**src/rtl/uart_rx_fifo.sv**
```systemverilog
// UART 8N1 receiver with a 2-flop input synchronizer, feeding a small
// first-word-fall-through FIFO; reports framing errors and overruns as one-cycle pulses.
module uart_rx_fifo #(
  parameter int CLKS_PER_BIT = 434,
  parameter int FIFO_DEPTH   = 4
) (
  input  logic       clk,
  input  logic       reset,
  input  logic       rxd,
  output logic [7:0] rx_data,
  output logic       rx_valid,
  input  logic       rx_ready,
  output logic       frame_err,
  output logic       overrun,
  output logic       busy
);

  localparam int TW = $clog2(CLKS_PER_BIT);
  localparam int AW = $clog2(FIFO_DEPTH);
  localparam logic [TW-1:0] HALF_BIT = TW'(CLKS_PER_BIT / 2 - 1);
  localparam logic [TW-1:0] FULL_BIT = TW'(CLKS_PER_BIT - 1);

  typedef enum logic [2:0] {IDLE, START, DATA, STOP, WAIT_HIGH} state_t;

  state_t        r_state;
  logic [TW-1:0] r_timer;
  logic [2:0]    r_bit_idx;
  logic [7:0]    r_shift;
  logic          r_sync1, r_sync0;
  logic          r_frame_err, r_busy, r_overrun;
  logic [AW:0]   r_wptr, r_rptr;
  logic [7:0]    r_mem [FIFO_DEPTH];

  logic w_rxs, w_push, w_pop, w_full, w_empty, w_wr;

  assign w_rxs   = r_sync0;
  assign w_push  = (r_state == STOP) && (r_timer == FULL_BIT) && w_rxs;
  assign w_empty = (r_wptr == r_rptr);
  assign w_full  = (r_wptr[AW] != r_rptr[AW]) && (r_wptr[AW-1:0] == r_rptr[AW-1:0]);
  assign w_pop   = !w_empty && rx_ready;
  assign w_wr    = w_push && (!w_full || w_pop);

  always_ff @(posedge clk or negedge reset) begin
    if (!reset) begin
      r_sync1 <= 1'b1;
      r_sync0 <= 1'b1;
    end else begin
      r_sync1 <= rxd;
      r_sync0 <= r_sync1;
    end
  end

  always_ff @(posedge clk or negedge reset) begin
    if (!reset) begin
      r_state     <= IDLE;
      r_timer     <= '0;
      r_bit_idx   <= '0;
      r_frame_err <= 1'b0;
      r_busy      <= 1'b0;
    end else begin
      r_frame_err <= 1'b0;
      case (r_state)
        IDLE: if (!w_rxs) begin
          r_state <= START;
          r_timer <= '0;
          r_busy  <= 1'b1;
        end
        START: if (r_timer == HALF_BIT) begin
          r_timer <= '0;
          if (!w_rxs) begin
            r_state   <= DATA;
            r_bit_idx <= '0;
          end else begin
            r_state <= IDLE;
            r_busy  <= 1'b0;
          end
        end else r_timer <= r_timer + 1'b1;
        DATA: if (r_timer == FULL_BIT) begin
          r_timer   <= '0;
          r_bit_idx <= r_bit_idx + 1'b1;
          if (r_bit_idx == 3'd7) r_state <= STOP;
        end else r_timer <= r_timer + 1'b1;
        STOP: if (r_timer == FULL_BIT) begin
          r_timer <= '0;
          if (w_rxs) begin
            r_state <= IDLE;
            r_busy  <= 1'b0;
          end else begin
            r_state     <= WAIT_HIGH;
            r_frame_err <= 1'b1;
          end
        end else r_timer <= r_timer + 1'b1;
        WAIT_HIGH: if (w_rxs) begin
          r_state <= IDLE;
          r_busy  <= 1'b0;
        end
        default: begin
          r_state <= IDLE;
          r_busy  <= 1'b0;
        end
      endcase
    end
  end

  // Sample at mid-bit, LSB first
  always_ff @(posedge clk) begin
    if (r_state == DATA && r_timer == FULL_BIT) r_shift <= {w_rxs, r_shift[7:1]};
  end

  always_ff @(posedge clk or negedge reset) begin
    if (!reset) begin
      r_wptr    <= '0;
      r_rptr    <= '0;
      r_overrun <= 1'b0;
    end else begin
      r_overrun <= w_push && w_full && !w_pop;
      if (w_wr)  r_wptr <= r_wptr + 1'b1;
      if (w_pop) r_rptr <= r_rptr + 1'b1;
    end
  end

  always_ff @(posedge clk) begin
    if (w_wr) r_mem[r_wptr[AW-1:0]] <= r_shift;
  end

  assign rx_data   = r_mem[r_rptr[AW-1:0]];
  assign rx_valid  = !w_empty;
  assign frame_err = r_frame_err;
  assign overrun   = r_overrun;
  assign busy      = r_busy;

endmodule
```
**config.mk**
```make
export PLATFORM = sky130hd
export DESIGN_NAME = uart_rx_fifo
export DESIGN_NICKNAME = d
export VERILOG_FILES = /design/src/rtl/uart_rx_fifo.sv
export SDC_FILE = /design/constraint.sdc
export NUM_CORES = 1
export LEC_CHECK = 0
export BUFFER_PORTS_ARGS = -buffer_cell sky130_fd_sc_hd__buf_2
export CAP_MARGIN = 20
export CORE_ASPECT_RATIO = 1.75
export CORE_MARGIN = 2
export CORE_UTILIZATION = 60
export CTS_BUF_LIST = sky130_fd_sc_hd__clkbuf_8
export DETAILED_ROUTE_END_ITERATION = 8
export MAX_ROUTING_LAYER = met4
export PLACE_DENSITY = 0.79
export SYNTH_ARGS = -nofsm -noshare
export SYNTH_HDL_FRONTEND = slang
export SYNTH_SLANG_ARGS = --single-unit
```
**constraint.sdc**
```tcl
create_clock -name clk -period 6.1 [get_ports clk]
set_clock_uncertainty 0.15 [all_clocks]
set_input_delay 0.61 -clock clk [delete_from_list [all_inputs] [get_ports clk]]
set_output_delay 0.61 -clock clk [all_outputs]
set_load 0.02 [all_outputs]
```
==> results of run 1 <==
==> cells by family (layout without fill, tap and decap cells) <==
kind of cell               Yosys count  after routing  synth area share [%]
DFF                                 66             66                  65.4
and+or+nand+nor                     58             58                  10.7
AOI/OAI and AO/OA                   33             33                  7.77
buffers and inverters               13             38                  1.94
muxes                               11             11                  7.55
adders and majority gates           10             10                  4.42
xor gates and xnor gates             7              7                  2.16
==> path summary, 6_finish.rpt <==
check,slack [ns],end,startpoint
setup / recovery,3.47,r_mem[0][1],r_rptr[0]
setup reg to reg,3.47,r_mem[0][1],r_rptr[0]
hold reg to reg,0.21,r_sync0,r_sync1
max in group asynchronous,5.27,r_state[2],reset
hold / removal,0.13,r_wptr[1],reset
min in group clk,0.21,r_sync0,r_sync1
==> Yosys cell counts, drive strengths merged <==
cell type	count
a21o	1
nand2b	1
a31oi	1
clkbuf	3
a21oi	5
and4b	2
dfrtp	24
o21ba	1
o211ai	3
a2111oi	1
mux2	3
nor3	5
nor2	9
o31ai	1
edfxtp	40
nor4b	1
nor3b	1
o21a	1
nand3b	1
a22o	2
mux4	8
nand3	4
nor4	2
xnor2	5
nand4	1
or4b	1
nor2b	3
xor2	2
o31a	3
o41ai	1
inv	6
nand2	21
o21ai	9
o22ai	3
a211o	1
buf	4
and4bb	1
and2	4
nand4b	1
ha	10
dfstp	2
==> worst register-to-register path: cells and delay by family, from the launching register on <==
kind          cells  cell delay (ns)
simple gates      3             1.21
xor+xnor          1             0.17
flops             1             0.75
==> final cells by class <==
type                       count  area, um2  share of cell area, %
clock buffer                   9        124                   3.95
tap                           52       65.1                   2.07
sequential                    66       1850                   59.1
timing repair buffer          16       80.1                   2.55
inverter                       6       22.5                  0.718
multi-input combinational    119        931                   29.7
clock inverter                 7       60.1                   1.91
==> sequential cells by signal (all words and copies together) (netlist names) <==
name,flops
r_mem,32
r_timer,9
r_shift,8
r_bit_idx,3
r_rptr,3
r_state,3
r_wptr,3
busy,1
frame_err,1
overrun,1
r_sync0,1
r_sync1,1
==> cell usage in the layout (no fill, tap or decap), types with 2 or more instances in the layout <==
cell type    n
edfxtp_1    40
dfrtp_1     24
nand2_1     21
buf_2       16
ha_1        10
o21ai_0      9
clkbuf_8     9
mux4_2       8
nor2_1       8
inv_1        6
xnor2_1      5
nor3_1       5
a21oi_1      5
nand3_1      4
and2_1       4
nor2b_1      3
o31a_1       3
mux2_2       3
o22ai_1      3
o211ai_1     3
clkinvlp_4   3
inv_6        3
xor2_1       2
and4b_1      2
a22o_1       2
nor4_1       2
dfstp_2      2
==> report_power, final <==
| part | switching, mW | internal (mW) | total, mW |
|---|---|---|---|
| registers | 0.000911 | 0.471 | 0.472 |
| clock network | 0.179 | 0.154 | 0.334 |
| logic | 0.00458 | 0.00114 | 0.00572 |
| total | 0.185 | 0.626 | 0.811 |
==> layer usage <==
layer	GRT usage, %	up-vias
li1	-	782
met4	9.72	0
met3	5.34	4
met2	37.1	44
met1	23.7	817
met5	-	-
==> through the flow <==
stage / util, % / cells
finish: 67.8 / 275
global route: 67.8 / 275
CTS: 67.8 / 275
detailed placement: 63.9 / 259
global placement: 63.7 / 258
floorplan: - / 198
==> flow_metrics.py, run 1 <==
metrics = {
    "logic_synthesis": {
        "synth_cells": 198,
        "ys_top_cells_by_area": "edfxtp_1 (42%), dfrtp_1 (21%), mux4_2 (6.4%), ha_1 (4.4%), nand2_1 (2.8%)",
        "ys_types": 44,
        "yosysSeqAreaShare_pct": 65.4,
        "yosys.area.top_type": "edfxtp_1",
        "avgSynthCellArea_um2": 14.3,
        "yosysWarnings": 0,
        "netlist_area_um2": 2830,
        "syn_nets": 212,
        "yosysTopAreaCellShare_pct": 42.4,
        "ys_ff_latch": 66,
    },
    "critical_path": {
        "start_kind": "register",
        "worstRegToRegCells": 4,
        "cp-end-kind": "register",
        "critPathSlowestCell": "dfrtp_1",
        "critical_path_depth": 4,
        "cp_data_required_time_ns": 5.94,
        "worstPathMaxFanout": 11,
        "path_cells": "xnor2_1, and4b_1, nor3_1, and2_1",
        "max_stage_delay_ns": 0.75,
        "path_class": "register to register",
        "path_delay_family": "simple AND/OR/NAND/NOR gates",
        "cp.arrival_ns": 2.47,
        "crit_buf_inv": 0,
    },
    "sta": {
        "report.final.setup_viol": 0,
        "fin_crit_ns": 2.63,
        "rsz0062_at_grt": "no",
        "slew_violations": 0,
        "hold_ws_ns": 0.132,
        "hold_viol_final": 0,
        "max_slew_margin_pct": 33.6,
        "worstMarginPinSlew_ns": 0.993,
        "finalWorstSetupSlack_ns": 3.47,
        "finalSetupTns_ns": 0,
        "max_freq_mhz": 380,
        "fin_crit_sh_pct": 43.1,
    },
    "cts": {
        "clk_latency_ns": 0.34,
        "cts_setup_buffers": 0,
        "cts_buffers": 9,
        "cts.sinks": 66,
        "cts_tree": "done",
        "cts_root_buffer": "clkbuf_8",
        "cts_max_level": 3,
        "clkTransAtPathRegs_ns": 0.08,
        "cts_hold_buf": 0,
        "cts_buffer_depth": 2,
        "ctsResizeCount": 0,
    },
    "job": {
        "drv_cap": 0,
    },
    "floorplanning": {
        "pin_count": 16,
        "fp-row-count": 33,
        "start_util_pct": 61.3,
        "coreArea_um2": 4620,
        "die_w_um": 56.0,
        "dieArea_um2": 5310,
        "die_y_um": 94.9,
    },
    "cells_and_area": {
        "antenna_cells": 0,
        "nNetsFinal": 232,
        "area_growth_syn_to_layout_pct": 10.7,
        "finalInstanceArea_um2": 3140,
        "layout-drive-gt1-share_pct": 22.0,
        "fillers": 336,
    },
    "outcome": {
        "outcome": "completed",
    },
    "routing": {
        "avgViaCountPerCell": 5.99,
        "wl_um": 4810,
        "via_count": 1647,
        "wl_per_cell_um": 17.5,
        "drc": 0,
        "drt-pass1-iter-count": 4,
        "drtIter0Drc": 50,
        "routed.top_layer": "met4",
        "ant_nets": 0,
        "dr_wl_met3_um": 148,
        "route.met2.wl_um": 2720,
        "drt-met1-wl_um": 1900,
    },
    "power_and_ir_drop": {
        "p_per_area_nw_per_um2": 259,
        "power_leakage_nw": 1.21,
        "total_power_mw": 0.811,
        "ir_worst_vdd_v": 0.000178,
    },
    "grt": {
        "track_usage_pct": 21.6,
        "grt_pass1_vias": 1711,
        "overflow": 0,
        "grt_max_degree": 27,
        "grt_pass1_wl_um": 8220,
        "grt_antenna_before_repair": 0,
    },
    "place": {
        "gp_congestion": 0.797,
        "dpl.hpwl_um": 3430,
        "post-place-ws_ns": 3.43,
        "portBuffers": 15,
        "place_area_um2": 2950,
    },
    "worst_hold_path": {
        "holdCritPathClass": "primary input to asynchronous set/reset pin",
    },
}
Power figures use the tool's default switching activity.
==> run 2: changes to the inputs <==
--- a/config.mk
+++ b/config.mk
@@ -5,15 +5,16 @@
 export SDC_FILE = /design/constraint.sdc
 export NUM_CORES = 1
 export LEC_CHECK = 0
+export ABC_AREA = 1
 export BUFFER_PORTS_ARGS = -buffer_cell sky130_fd_sc_hd__buf_2
 export CAP_MARGIN = 20
 export CORE_ASPECT_RATIO = 1.75
 export CORE_MARGIN = 2
-export CORE_UTILIZATION = 60
+export CORE_UTILIZATION = 57
 export CTS_BUF_LIST = sky130_fd_sc_hd__clkbuf_8
 export DETAILED_ROUTE_END_ITERATION = 8
 export MAX_ROUTING_LAYER = met4
-export PLACE_DENSITY = 0.79
+export PLACE_DENSITY = 0.78
 export SYNTH_ARGS = -nofsm -noshare
 export SYNTH_HDL_FRONTEND = slang
 export SYNTH_SLANG_ARGS = --single-unit
==> constraint.sdc (replaced) <==
create_clock -name clk -period 2.15 [get_ports clk]
set_clock_uncertainty 0.15 [all_clocks]
set_input_delay 0.215 -clock clk [delete_from_list [all_inputs] [get_ports clk]]
set_output_delay 0.215 -clock clk [all_outputs]
set_load 0.02 [all_outputs]
==> flow_metrics.py, run 2 <==
metrics = {
    "worst_hold_path": {
        "holdCritPathClass": "register to register",
        "min_to": "r_sync0",
        "hold_depth": 0,
        "min_from": "r_sync1",
    },
    "routing": {
        "via_count": 2098,
        "drt-pass1-iter-count": 7,
        "wl_per_cell_um": 14.8,
        "wl_um": 5800,
        "avgViaCountPerCell": 5.35,
        "ant_nets": 0,
        "drtIter0Drc": 68,
        "drc": 4,
    },
    "floorplanning": {
        "die_w_um": 58.9,
        "coreArea_um2": 5170,
        "start_util_pct": 58.2,
        "fp-row-count": 35,
        "pin_count": 16,
        "dieArea_um2": 5890,
        "die_y_um": 100,
    },
    "outcome": {
        "outcome": "finished with violations",
        "violations": "design-rule violations",
    },
    "logic_synthesis": {
        "yosysSeqAreaShare_pct": 61.7,
        "synth_edf_count": 40,
        "ys_top_cells_by_area": "edfxtp_1 (40%), dfrtp_1 (20%), nand2_1 (8.5%), nor2_1 (5.4%), ha_1 (4.2%)",
        "syn_nets": 313,
        "ys_types": 26,
        "synth_common_cells": "nand2_1 (68), nor2_1 (43), edfxtp_1 (40)",
        "netlist_area_um2": 3010,
        "ys_ff_latch": 66,
        "avgSynthCellArea_um2": 10.1,
        "synthArstFlopShare_pct": 39.4,
        "synth_cells": 299,
        "yosysWarnings": 0,
        "synth_most_common_cell": "nand2_1",
        "yosysTopAreaCellShare_pct": 40.0,
        "ys.flop_type": "edfxtp_1",
        "yosys.area.top_type": "edfxtp_1",
    },
    "place": {
        "dpl.hpwl_um": 4320,
        "dp.cells": 373,
        "portBuffers": 15,
        "gp_congestion": 0.901,
        "post-place-ws_ns": 0.125,
    },
    "cells_and_area": {
        "final-seq-area_um2": 1850,
        "fin_cells": 392,
        "nNetsFinal": 346,
        "final_common_cell": "nand2_1",
        "layout-drive-gt1-share_pct": 18.4,
        "largest_reg_flops": 32,
        "multi_input_area_um2": 1010,
        "layout_common_cells": "nand2_1 (68), nor2_1 (43), edfxtp_1 (40), inv_1 (27), dfrtp_1 (24)",
        "antenna_cells": 0,
        "area_growth_syn_to_layout_pct": 15.1,
        "fillers": 400,
    },
    "cts": {
        "cts_buffer_depth": 2,
        "cts_max_level": 3,
        "clkTransAtPathRegs_ns": 0.07,
        "clk_latency_ns": 0.34,
        "ctsResizeCount": 0,
        "cts_setup_buffers": 0,
        "cts_tree": "done",
        "cts_buffers": 9,
        "cts.sinks": 66,
        "cts_root_buffer": "clkbuf_8",
    },
    "job": {
        "drv_cap": 0,
    },
    "sta": {
        "fin_crit_ns": 2.03,
        "report.final.setup_viol": 0,
        "slew_violations": 0,
        "hold_viol_final": 0,
        "max_slew_margin_pct": 59.9,
        "finalSetupTns_ns": 0,
        "fin_crit_sh_pct": 94.5,
        "rsz0062_at_grt": "no",
        "worstMarginPinSlew_ns": 0.602,
        "finalWorstSetupSlack_ns": 0.118,
        "max_freq_mhz": 492,
    },
    "critical_path": {
        "r2r_end": "r_mem[3][2]",
        "path_class": "register to register",
        "cp.arrival_ns": 1.89,
        "worstRegToRegCells": 8,
        "cp-end-kind": "register",
        "r2r_slack_ns": 0.12,
        "r2r_start": "r_timer[1]",
        "worstPathMaxFanout": 8,
        "start_kind": "register",
        "cp_data_required_time_ns": 2.01,
    },
    "power_and_ir_drop": {
        "p_per_area_nw_per_um2": 749,
        "power_leakage_nw": 1.52,
        "total_power_mw": 2.59,
        "ir_worst_vdd_v": 0.000609,
    },
    "grt": {
        "grt_antenna_before_repair": 0,
        "track_usage_pct": 23.2,
        "grt_max_degree": 27,
        "grt_pass1_vias": 2227,
        "grt_pass1_wl_um": 9660,
        "overflow": 0,
    },
}
[run 2: changes by cell type in the layout (fill, tap and decap cells not counted), sizes merged, moves of 4 or more]
cell / previous run / this run
clkinv: 0 / 4
xnor2: 5 / 1
and2: 4 / 0
mux4: 8 / 0
o22ai: 3 / 8
inv: 10 / 32
nand3: 4 / 18
nor2: 9 / 47
a21oi: 5 / 0
o21ai: 9 / 20
buf: 16 / 23
nand2: 21 / 80
[run 2: cells by family (layout without fill, tap and decap cells)]
kind of cell,after synthesis,after routing,synth area share [%]
xor+xnor,4,4,1.17
simple gates,153,153,22.8
compound gates,30,30,5.45
buf+inv,36,74,4.70
flops,66,66,61.7
fa+ha+maj,10,10,4.16
[run 2: worst max-delay path by stage]
stage,start,endpoint,slack (ns),cells past startpoint
2_1_floorplan,r_timer[1],r_mem[0][0],0.15,8
3_3_place_gp,r_timer[1],r_mem[3][5],0.21,8
3_5_place_dp,r_timer[1],r_mem[3][7],0.13,8
4_1_cts,r_timer[1],r_mem[3][7],0.1,8
5_1_grt,r_timer[1],r_mem[3][2],0.02,8
6_report,r_timer[1],r_mem[3][2],0.12,8
[run 2: repair_timing]
action                     CTS  global route
hold endpoints to repair    26             0
setup endpoints to repair    0             0
hold buffers                 3             0
[run 2: area by class of cell]
type | instances | share of cell area, %
flip-flops and latches | 66 | 53.6
clock buffers | 9 | 3.58
multi-input cells | 197 | 29.2
repair buffers | 26 | 4.77
well taps | 55 | 1.99
clock inverters | 7 | 3.40
inverters | 32 | 3.47
[run 2: worst max-delay path, cell delays in order (launching register included)]
cell     delay [ns]
dfrtp_1        0.41
inv_1          0.11
ha_1           0.15
nand2_1        0.05
nor2_1         0.12
nand2_2        0.13
nor2_4         0.19
nand3_1        0.12
inv_1          0.27
[run 2: routing by layer]
layer	share of wire, %	GRT usage (%)
met1	35	21.0
met2	58	42.1
met3	3.5	6.06
met4	3.5	12.2
met5	0	-
[run 2: power by group]
| group | internal [mW] | leakage (nW) | switching [mW] |
|---|---|---|---|
| logic | 0.00690 | 0.714 | 0.0144 |
| clock network | 0.769 | 0.123 | 0.460 |
| registers | 1.34 | 0.685 | 0.00267 |
| total | 2.11 | 1.52 | 0.477 |
[run 2: stage by stage]
| stage | utilization [%] | hold slack [ns] | instance area, um2 |
|---|---|---|---|
| 4_1_cts | 66.9 | 0.213 | 3460 |
| 6_report | 66.9 | 0.211 | 3460 |
| 5_1_grt | 66.9 | 0.214 | 3460 |
| 3_3_place_gp | 61.7 | 0.100 | 3190 |
| 3_5_place_dp | 61.7 | 0.102 | 3190 |
| 2_1_floorplan | - | -0.231 | 3010 |
